**src/rtl/clk_pkg.sv**
```systemverilog
// Shared clock-generation constants: default divider taps and edge-counter width.
package clk_pkg;
  localparam int FAST_BIT_DEF = 2;
  localparam int SLOW_BIT_DEF = 24;
  localparam int NUM_W_DEF    = 11;
endpackage

```
**src/rtl/sync2.sv**
```systemverilog
// Two-flop synchronizer for a single asynchronous control input.
module sync2 (
  input  logic clk,
  input  logic rst_n,
  input  logic d,
  output logic q
);
  logic meta;

  // Shift the async input through two flops; the second flop is safe to use.
  always_ff @(posedge clk or negedge rst_n) begin
    if (!rst_n) begin
      meta <= 1'b0;
      q    <= 1'b0;
    end else begin
      meta <= d;
      q    <= meta;
    end
  end
endmodule

```
**src/rtl/clk_div.sv**
```systemverilog
// Free-running divider plus a registered CPU clock tapped from it.
// The speed select only changes while both candidate taps are low, so a
// speed change can never produce a runt pulse. num counts CPU clock rises.
module clk_div
  import clk_pkg::*;
#(
  parameter int FAST_BIT = FAST_BIT_DEF,
  parameter int SLOW_BIT = SLOW_BIT_DEF,
  parameter int NUM_W    = NUM_W_DEF
) (
  input  logic             clk,
  input  logic             rst,
  input  logic             SW2,
  output logic [31:0]      clkdiv,
  output logic             Clk_CPU,
  output logic [NUM_W-1:0] num
);
  logic sw_s;
  logic sel;
  logic clk_nxt;
  logic sel_ok;

  sync2 u_sync_sw2 (
    .clk   (clk),
    .rst_n (rst),
    .d     (SW2),
    .q     (sw_s)
  );

  // Next CPU clock level and the "both taps low" window for reselection.
  always_comb begin
    clk_nxt = sel ? clkdiv[SLOW_BIT] : clkdiv[FAST_BIT];
    sel_ok  = !clkdiv[FAST_BIT] && !clkdiv[SLOW_BIT];
  end

  // Divider, select, CPU clock and rising-edge counter; all use pre-edge
  // values, so an edge coinciding with a speed change uses the old select.
  always_ff @(posedge clk or negedge rst) begin
    if (!rst) begin
      clkdiv  <= '0;
      sel     <= 1'b0;
      Clk_CPU <= 1'b0;
      num     <= '0;
    end else begin
      clkdiv  <= clkdiv + 32'd1;
      if (sel_ok)
        sel <= sw_s;
      Clk_CPU <= clk_nxt;
      if (!Clk_CPU && clk_nxt)
        num <= num + {{(NUM_W-1){1'b0}}, 1'b1};
    end
  end
endmodule

```
**config.mk**
```make
export PLATFORM = sky130hd
export DESIGN_NAME = clk_div
export DESIGN_NICKNAME = d
export VERILOG_FILES = /design/src/rtl/clk_pkg.sv /design/src/rtl/sync2.sv /design/src/rtl/clk_div.sv
export SDC_FILE = /design/constraint.sdc
export NUM_CORES = 1
export LEC_CHECK = 0
export BUFFER_PORTS_ARGS = -buffer_cell sky130_fd_sc_hd__buf_2
export CORE_AREA = 10 10 65 80
export DETAILED_ROUTE_END_ITERATION = 10
export DIE_AREA = 0 0 75 90
export HOLD_SLACK_MARGIN = 0.15
export PLACE_DENSITY_LB_ADDON = 0.2
export SLEW_MARGIN = 20
export SYNTH_ARGS = -nofsm -noshare
export SYNTH_HDL_FRONTEND = slang
export SYNTH_SLANG_ARGS = --single-unit
```
**constraint.sdc**
```tcl
create_clock -name clk -period 2.3 [get_ports clk]
set_clock_uncertainty 0.1 [all_clocks]
set_input_delay 0.115 -clock clk [delete_from_list [all_inputs] [get_ports clk]]
set_output_delay 0.115 -clock clk [all_outputs]
set_load 0.03 [all_outputs]
```
# After elaboration in Yosys (flattened, before gate mapping)
# Index checks and enable logic that the tools add are counted.
op_classes:
  addsub: 2
  mux: 1
  reduce_logical: 5
op_table:
  columns: ["op", "count"]
  rows:
  - ["adder 32 x 1 -> 32 bit (second input constant)", 1]
  - ["adder 11 x 1 -> 11 bit (second input constant)", 1]
  - ["zero test 1 bit", 3]
  - ["logical AND 1 bit", 2]
  - ["two-way mux 1 bit", 1]
word_totals:
  reg_bits: 47
  wordCells: 14

# Longest topological paths before layout
# Gate-level depths: netlist of the first run.
depth:
  ltp_word: 2
  mapped_depth: 6

# Cells and area by module
# Synthesis of the first run repeated with hierarchy kept, for this count alone.
unflattened:
  cells_unflattened: 172
  hier_area_um2: 2040.7
modules_own_cells:
  columns: ["module", "instances", "cells_per_inst", "area_per_inst_um2"]
  rows:
  - ["clk_div", 1, 170, 1990.7]
  - ["sync2", 1, 2, 50.0]

# Least setup slack after synthesis of the first run
# Ideal clock, no wire load.
synth_timing:
  kind: "reg2reg"
  from: "register clkdiv[0]"
  to: "register clkdiv[24]"
  setup_ps: 138
  arrival_time_ps: 1520
  required_time_ps: 2062
  setup_slack_ps: 542
  path_stages_with_launch: 7
  n_path_buf: 1
  period_less_slack_ps: 1758
  cell_sequence: "dfrtp_1 ha_1 nand3_1 nor2_1 buf_4 nand4_1 xnor2_1"
synth_via:
  elab_chain_cells: 1
synth_rtl:
  columns: ["item", "line", "source"]
  rows:
  - ["start, declared", "clk_div.sv:14", "output logic [31:0] clkdiv,"]
  - ["start signal, assigned", "clk_div.sv:45", "clkdiv <= clkdiv + 32'd1;"]
  - ["adder 32 x 1 -> 32 bit", "clk_div.sv:45", null]
# Every way passes these cells.
# A chain may end at the register's enable or synchronous reset.

# Worst setup path in the final report of the first run
layout_timing:
  from: "register clkdiv[8]"
  to: "register clkdiv[25]"
# Same word-level chain as after synthesis.

==> impl_metrics.env, run 1 <==
export IMPL_power_density_nw_per_um2=708
export IMPL_path_clk_slew_ps=80
export IMPL_period_minus_slack_ps=1680
export IMPL_critPathKind="reg2reg"
export IMPL_cp_max_fo=13
export IMPL_finalMaxSlewViolations=0
export IMPL_startpoint_type="flip-flop"
export IMPL_critical_path_required_ps=2380
export IMPL_syn_cell_area_um2=2030
export IMPL_setup_violations=0
export IMPL_grt_pass1_vias=1508
export IMPL_min_path_cells=0
export IMPL_max_freq_mhz=595
export IMPL_detail_route_antenna_nets=0
export IMPL_clk_path_buf_depth=2
export IMPL_yosysWarnings=0
export IMPL_power_frac_seq_pct=54.0
export IMPL_place_area_um2=2310
export IMPL_p_clk_share_pct=32.9
export IMPL_setup_tns_ps=0
export IMPL_vias_per_cell=5.50
export IMPL_synth_top_cells_by_count="dfrtp_1, xnor2_1, nand3_1"
export IMPL_maxCapViolations=0
export IMPL_clock_root_buffer="clkbuf_8"
export IMPL_drive_gt1_share_pct=27.8
export IMPL_design_area_um2=2430
export IMPL_intPower_mw=1.26
export IMPL_synthToLayoutAreaGrowth_pct=19.8
export IMPL_hold_violations=0
export IMPL_vdd_drop_max_v=0.000411
export IMPL_run_status="completed"
export IMPL_grt_setup_unrepaired="false"
export IMPL_diodes=0
export IMPL_rows=25
export IMPL_synthCells=168
export IMPL_start_util_pct=54.5
export IMPL_synth_most_common_cell="dfrtp_1"
export IMPL_routabilityCongestion=0.765
export IMPL_ff2ff_path_depth=4
export IMPL_r2r_slack_ps=620
export IMPL_ys_seq_area_share_pct=58.0
export IMPL_grtUsageTotal_pct=13.0
export IMPL_post_cts_resize_count=0
export IMPL_grt_overflow_total=0
export IMPL_synth_top_area_share_pct=58.0
export IMPL_p_sw_mw=0.455
export IMPL_numCtsBuffers=5
export IMPL_yosysTopAreaCell="dfrtp_1"
export IMPL_dr_pass1_iters=4
export IMPL_wl_per_cell_um=15.5
export IMPL_dr_first_iter_drc_count=100
export IMPL_synth_avg_cell_area_um2=12.1
export IMPL_grt_pass1_wl_mm=7.02
export IMPL_io_buffers=46
export IMPL_synth_main_ff_cell="dfrtp_1"
export IMPL_power_mw=1.72
export IMPL_clock_latency_ps=290
export IMPL_pwr_share_comb_pct=13.2
export IMPL_ys_async_sr_fraction_pct=100
export IMPL_max_slew_margin_pct=62.5
export IMPL_boundaryPins=47
export IMPL_r2r_end="clkdiv[25]$_DFF_PN0_"
export IMPL_period_share_pct=73.0
export IMPL_fp_dieH_um=90
export IMPL_drc=0
export IMPL_cp_arrival_ps=1760
export IMPL_hpwl_mm=3.10
export IMPL_synth_seq_cells=47
export IMPL_hp_class="reg2reg"
export IMPL_dieArea_um2=6750
export IMPL_synthTopCellsByArea="dfrtp_1, xnor2_1, nand3_1"
export IMPL_synth_cell_types=23
export IMPL_antenna_found_initial=0
export IMPL_switching_share_pct=26.5
export IMPL_crit_path_start="clkdiv[8]$_DFF_PN0_"
export IMPL_end_kind="flip-flop"
export IMPL_synth_edff_count=0
export IMPL_vias=1447
export IMPL_clock_sinks=47
export IMPL_htreeDepth=2
export IMPL_core_region_area_um2=3720
export IMPL_die_x_um=75
export IMPL_r2r_start="clkdiv[8]$_DFF_PN0_"
export IMPL_finish_net_count=228
export IMPL_whs_endpoint="u_sync_sw2.q$_DFF_PN0_"
export IMPL_hold_start="u_sync_sw2.meta$_DFF_PN0_"
export IMPL_grt_max_degree=48
export IMPL_tightestPinTransition_ps=562
export IMPL_p_leak_nw=1.22
export IMPL_wirelength_mm=4.09
export IMPL_cts_tree="yes"
export IMPL_synthesis_nets=173
-- what timing repair did --
action / 4_1_cts / 5_1_grt
hold buffers: 2 / 0
hold endpoints to repair: 48 / 0
setup buffers: 0 / 0
-- per-stage QoR --
step                      worst slack (ps)  hold slack (ps)  utilization [%]  cells
after global placement                 743              123             61.9    254
after floorplan                        542             -281                -    168
final                                  621              276             65.2    263
after detailed placement               626              127             61.9    254
after CTS                              609              280             65.2    263
after global routing                   442              283             65.2    263
-- cell families after synthesis --
kind of cell  count (synthesis)  synth area share (%)
buf+inv                       7                  1.91
flops                        47                  58.0
xor+xnor                     40                  17.3
mux                           3                  1.79
fa+ha+maj                     2                  1.23
simple gates                 69                  19.8
-- placed cells by master (no fill, tap or decap), types with 2 or more instances in the layout --
| master | n |
|---|---|
| ha_1 | 2 |
| xnor2_1 | 34 |
| mux2_2 | 2 |
| nor2_1 | 7 |
| xor2_1 | 6 |
| nor4_1 | 2 |
| and2_1 | 3 |
| buf_2 | 46 |
| clkbuf_8 | 5 |
| nand4_1 | 13 |
| and3_1 | 4 |
| buf_4 | 3 |
| dlygate4sd3_1 | 2 |
| nand3_1 | 23 |
| dfrtp_1 | 47 |
| inv_1 | 4 |
| nand2_1 | 11 |
-- worst max-delay path by stage --
stage	to	slack (ps)	cells past startpoint
finish	clkdiv[25]$_DFF_PN0_	620	4
global route	clkdiv[25]$_DFF_PN0_	440	4
CTS	clkdiv[25]$_DFF_PN0_	610	4
detailed placement	clkdiv[19]$_DFF_PN0_	630	4
global placement	clkdiv[31]$_DFF_PN0_	740	4
floorplan	clkdiv[24]$_DFF_PN0_	540	6
-- sequential cells by signal, summed over array words and instances (netlist names) --
| name | cells |
|---|---|
| num | 11 |
| clkdiv | 32 |
| Clk_CPU | 1 |
| u_sync_sw2.meta | 1 |
| sel | 1 |
| u_sync_sw2.q | 1 |
-- final cells by class --
type	instances	area, um2
Timing Repair Buffer	51	273
Inverter	4	15.0
Clock buffer	6	72.6
Tap cell	40	50.0
Fill cell	318	1290
Multi-Input combinational cell	114	812
Sequential cell	47	1180
Clock inverter	1	30.0
-- power by group through the flow --
stage          Sequential [mW]  Clock, mW  Combinational, mW
6_report                 0.928      0.565              0.227
5_1_grt                  0.937      0.629              0.243
4_1_cts                  0.928      0.581              0.233
3_5_place_dp             0.945          0              0.230
3_3_place_gp             0.940          0              0.225
2_1_floorplan             1.03          0             0.0596
-- per-layer routing --
layer | wire (um) | part of all wire (%) | up-vias | GRT usage (%)
met5 | 0 | 0 | - | 0
met4 | 73 | 1.8 | 0 | 4.27
met3 | 304 | 7.4 | 7 | 5.17
met2 | 2050 | 50 | 45 | 21.6
met1 | 1660 | 41 | 710 | 14.6
li1 | - | - | 685 | -
-- worst max-delay path, cell delays in order, from the launching register on --
cell     delay, ps
dfrtp_1        460
nand4_2        190
nor3_4         460
nand4_1        200
xnor2_1        160
No activity file was read; power rests on OpenSTA's default activity.
==> run 2, diff against run 1 <==
- CORE_AREA: 10 10 65 80 -> 10 10 70 86
- DIE_AREA: 0 0 75 90 -> 0 0 80 96
- clock period: 2.3 -> 1.4 ns (I/O delays scaled with it)
==> run 2 against run 1 <==
Against the previous run:
- the run now ends with setup timing left
- global-route usage shrank 0.30 points
- worst hold slack worse by 87 ps
- setup slack worse by 710 ps
- critical path depth did not move
- first-iteration DRC count is 40% lower
- flip-flop and latch count is the same
- sequential power up 67%
- utilization grew 3.0 points
- final area rose by 23%
- register-to-register slack got worse by 710 ps
- final cell count rose by 24%
- non-clock buffer count up 44
==> impl_metrics.env, run 2 (synthesized netlist as in run 1, its figures left out) <==
export IMPL_final_core_util_pct=68.3
export IMPL_end_kind="flip-flop"
export IMPL_grtUsageTotal_pct=12.7
export IMPL_design_area_um2=3000
export IMPL_grt_setup_unrepaired="true"
export IMPL_wl_per_cell_um=14.3
export IMPL_antenna_found_initial=0
export IMPL_r2r_slack_ps=-90
export IMPL_clk_path_buf_depth=2
export IMPL_routabilityCongestion=0.726
export IMPL_dieArea_um2=7680
export IMPL_place_ws_ps=-80.3
export IMPL_die_x_um=80
export IMPL_cpPeakStageDelay_ps=430
export IMPL_period_minus_slack_ps=1490
export IMPL_violations="setup timing"
export IMPL_cp_slowest_cell="dfrtp_1"
export IMPL_tightestPinTransition_ps=277
export IMPL_maxCapViolations=0
export IMPL_cts_tree="yes"
export IMPL_start_util_pct=46.2
export IMPL_boundaryPins=47
export IMPL_largest_reg_flops=32
export IMPL_core_region_area_um2=4390
export IMPL_vdd_drop_max_v=0.000700
export IMPL_run_status="complete, but fails checks"
export IMPL_wirelength_mm=4.67
export IMPL_worstPathCellList="mux2i_4, buf_4, nor2_4, mux2_2"
export IMPL_grt_max_degree=48
export IMPL_vias=1602
export IMPL_hold_violations=0
export IMPL_setup_violations=12
export IMPL_detail_route_antenna_nets=0
export IMPL_numCtsBuffers=5
export IMPL_dr_first_iter_drc_count=60
export IMPL_place_area_um2=2710
export IMPL_grt_pass1_wl_mm=7.78
export IMPL_finish_net_count=272
export IMPL_critPathKind="reg2reg"
export IMPL_finalWorstSetupSlack_ps=-85.7
export IMPL_final_cell_mix="buf_2, buf_4, xnor2_1"
export IMPL_cp_max_fo=4
export IMPL_fillers=347
export IMPL_hp_class="in2async"
export IMPL_whs_ps=188
export IMPL_clock_latency_ps=290
export IMPL_ff_latch_area_um2=1210
export IMPL_cp_arrival_ps=1560
export IMPL_top_register="clkdiv"
export IMPL_path_clk_slew_ps=80
export IMPL_max_freq_mhz=673
export IMPL_clock_sinks=47
export IMPL_htreeDepth=2
export IMPL_max_slew_margin_pct=81.1
export IMPL_power_mw=3.00
export IMPL_reg_top3="clkdiv x32, num x11"
export IMPL_vias_per_cell=4.91
export IMPL_diodes=0
export IMPL_p_leak_nw=1.43
export IMPL_setup_tns_ps=-479
export IMPL_clock_root_buffer="clkbuf_8"
export IMPL_multi_input_area_um2=948
export IMPL_crit_family="multiplexers"
export IMPL_fp_dieH_um=96
export IMPL_hpwl_mm=3.46
export IMPL_startpoint_type="flip-flop"
export IMPL_synthToLayoutAreaGrowth_pct=48.0
export IMPL_period_share_pct=106
export IMPL_finalMaxSlewViolations=0
export IMPL_power_density_nw_per_um2=1000
export IMPL_drive_gt1_share_pct=55.2
export IMPL_final_common_cell="buf_2"
export IMPL_dp_cells=305
export IMPL_io_buffers=46
export IMPL_grt_overflow_total=0
export IMPL_grt_pass1_vias=1673
export IMPL_rows=27
export IMPL_dr_pass1_iters=4
export IMPL_drc=0
export IMPL_worst_path_buf_inv=1
export IMPL_critical_path_required_ps=1480
export IMPL_layout_cells_non_filler=326
[run 2: cell types whose count changed in the layout (fill, tap and decap cells not counted), sizes merged]
| cell | change |
|---|---|
| buf | +44 |
| clkbuf | +1 |
[run 2: tightest hold or removal path, stage by stage]
cell,delay [ps]
dlygate4sd3_1,520
buf_2,120
buf_12,250
[run 2: cell type report]
cell class,count,area share (%)
inverters,4,0.501
clock inverters,1,1.00
well taps,58,2.42
clock buffers,7,2.54
repair buffers,95,21.6
multi-input cells,114,31.6
flip-flops and latches,47,40.3
[run 2: layer usage]
layer / vias up / global-route usage, % / share of wire [%]
met5: - / 0 / 0
li1: 774 / - / -
met4: 0 / 5.00 / 1.8
met1: 782 / 13.2 / 37
met3: 8 / 5.32 / 8.7
met2: 38 / 22.3 / 52
[run 2: power by group]
part	internal [mW]	switching, mW
Clock	0.534	0.412
Combinational	0.213	0.298
Sequential	1.44	0.108
[run 2: timing repair]
action	in CTS	in global routing
hold buffers	2	0
resized for setup	4	11
buffers inserted	6	5
pin swaps	6	12
setup endpoints to repair	16	32
endpoints found under the hold margin	48	0
[run 2: worst paths after layout]
path                                                 from  cells after the start                endpoint
worst max-delay path                      sel$_DFFE_PN0P_                      4      num[1]$_DFFE_PN0P_
worst min-delay path                                  rst                      3      num[3]$_DFFE_PN0P_
worst max register to register            sel$_DFFE_PN0P_                      4      num[1]$_DFFE_PN0P_
worst min register to register  u_sync_sw2.meta$_DFF_PN0_                      0  u_sync_sw2.q$_DFF_PN0_
max in group asynchronous                             rst                      3    clkdiv[13]$_DFF_PN0_
min in group clk                u_sync_sw2.meta$_DFF_PN0_                      0  u_sync_sw2.q$_DFF_PN0_
==> run 3, diff against run 2 <==
- CELL_PAD_IN_SITES_DETAIL_PLACEMENT: not set -> 0
- CELL_PAD_IN_SITES_GLOBAL_PLACEMENT: not set -> 1
- CORE_AREA: 10 10 70 86 -> 10 10 78 96
- DIE_AREA: 0 0 80 96 -> 0 0 88 106
==> run 3 against run 2 <==
Against the previous run:
- the run still ends with setup timing left
- critical path depth is the same
- clock-buffer cell count down 1
- worst hold slack lost 55 ps
- global-route usage fell by 2.3 points
- critical path type unchanged
- highest routed layer unchanged
==> impl_metrics.env, run 3 (synthesized netlist as in run 1, its figures left out) <==
export IMPL_r2r_slack_ps=-50
export IMPL_violations="setup timing"
export IMPL_synthToLayoutAreaGrowth_pct=53.0
export IMPL_p_leak_nw=1.50
export IMPL_dr_first_iter_drc_count=34
export IMPL_crit_path_start="sel$_DFFE_PN0P_"
export IMPL_fillers=519
export IMPL_start_util_pct=35.5
export IMPL_htreeDepth=2
export IMPL_reg_top3="clkdiv x32, num x11"
export IMPL_tightestPinTransition_ps=445
export IMPL_power_density_nw_per_um2=988
export IMPL_whs_ps=133
export IMPL_rows=31
export IMPL_vias=1595
export IMPL_diodes=0
export IMPL_setup_worst_path_end="num[9]$_DFFE_PN0P_"
export IMPL_die_x_um=88
export IMPL_vdd_drop_max_v=0.000423
export IMPL_cp_max_fo=4
export IMPL_path_clk_slew_ps=90
export IMPL_top_register="clkdiv"
export IMPL_grt_setup_unrepaired="true"
export IMPL_grt_pass1_vias=1668
export IMPL_grtUsageTotal_pct=10.5
export IMPL_max_freq_mhz=689
export IMPL_cp_arrival_ps=1530
export IMPL_detail_route_antenna_nets=0
export IMPL_grt_overflow_total=0
export IMPL_finalWorstSetupSlack_ps=-50.7
export IMPL_clock_latency_ps=300
export IMPL_run_status="complete, but fails checks"
export IMPL_final_common_cell="buf_2"
export IMPL_final_cell_mix="buf_2, buf_4, xnor2_1"
export IMPL_r2r_start="sel$_DFFE_PN0P_"
export IMPL_ff2ff_path_depth=4
export IMPL_clk_path_buf_depth=2
export IMPL_period_minus_slack_ps=1450
export IMPL_hold_violations=0
export IMPL_largest_reg_flops=32
export IMPL_startpoint_type="flip-flop"
export IMPL_finalMaxSlewViolations=0
export IMPL_end_kind="flip-flop"
export IMPL_maxCapViolations=0
export IMPL_drive_gt1_share_pct=58.7
export IMPL_io_buffers=46
export IMPL_multi_input_area_um2=1010
export IMPL_place_ws_ps=-74.4
export IMPL_r2r_end="num[9]$_DFFE_PN0P_"
export IMPL_cts_tree="yes"
export IMPL_critPathKind="reg2reg"
export IMPL_clock_sinks=47
export IMPL_period_share_pct=104
export IMPL_grt_max_degree=32
export IMPL_dieArea_um2=9330
export IMPL_antenna_found_initial=0
export IMPL_vias_per_cell=4.76
export IMPL_hpwl_mm=3.50
export IMPL_critical_path_required_ps=1480
export IMPL_grt_pass1_wl_mm=8.07
export IMPL_numCtsBuffers=5
export IMPL_wl_per_cell_um=14.4
export IMPL_clock_root_buffer="clkbuf_8"
export IMPL_dr_pass1_iters=4
export IMPL_fp_dieH_um=106
export IMPL_drc=0
export IMPL_setup_violations=15
export IMPL_hp_class="in2async"
export IMPL_max_slew_margin_pct=69.8
export IMPL_wirelength_mm=4.81
export IMPL_ff_latch_area_um2=1210
export IMPL_core_region_area_um2=5700
export IMPL_routabilityCongestion=0.712
export IMPL_boundaryPins=47
export IMPL_finish_net_count=273
[run 3: power breakdown]
| group | switching [mW] | internal (mW) | total [mW] |
|---|---|---|---|
| Clock | 0.456 | 0.578 | 1.03 |
| Sequential | 0.0865 | 1.44 | 1.52 |
| Combinational | 0.301 | 0.204 | 0.505 |
| Total | 0.844 | 2.22 | 3.06 |
[run 3: worst min path at each step]
stage	startpoint	end	slack, ps	depth (start not counted)
6_report	rst	num[0]$_DFFE_PN0P_	130	2
5_1_grt	rst	u_sync_sw2.meta$_DFF_PN0_	190	2
3_3_place_gp	rst	num[4]$_DFFE_PN0P_	-60	1
4_1_cts	rst	u_sync_sw2.q$_DFF_PN0_	140	2
2_1_floorplan	rst	Clk_CPU$_DFF_PN0_	-330	0
3_5_place_dp	rst	num[2]$_DFFE_PN0P_	-70	1
[run 3: final cells by class]
cell class | instances | share of cell area (%)
well taps | 66 | 2.66
clock buffers | 6 | 2.66
inverters | 4 | 0.484
flip-flops and latches | 47 | 39.0
repair buffers | 96 | 21.7
multi-input cells | 114 | 32.4
clock inverters | 2 | 1.13
[run 3: what timing repair did]
action | in CTS | in global routing
gates resized for setup | 3 | 24
gates cloned | 0 | 1
endpoints found under the setup margin | 14 | 26
hold buffers | 2 | 0
hold endpoints to repair | 48 | 0
buffers inserted | 2 | 6
pin swaps | 4 | 28
[run 3: metal layers]
layer | GRT usage [%] | up-vias | wire length (um)
met1 | 13.4 | 775 | 2080
met5 | 0 | - | 0
met4 | 3.08 | 0 | 49
li1 | - | 780 | -
met3 | 3.90 | 5 | 356
met2 | 16.1 | 35 | 2330
[run 3: worst max-delay path: stages, from the launching register on]
cell	delay, ps
dfrtp_1	400
mux2i_2	220
nor4b_4	320
nand3_1	150
xnor2_1	150
[run 3: per-stage QoR]
step	power [mW]	instances	cell area [um2]	setup TNS [ps]	util [%]
2_1_floorplan	1.83	168	2130	-2250	-
3_3_place_gp	2.02	316	2730	-309	47.9
3_5_place_dp	2.02	316	2730	-383	47.9
4_1_cts	3.07	328	2900	-314	50.9
5_1_grt	3.21	335	3100	-1950	54.4
6_report	3.06	335	3100	-387	54.4
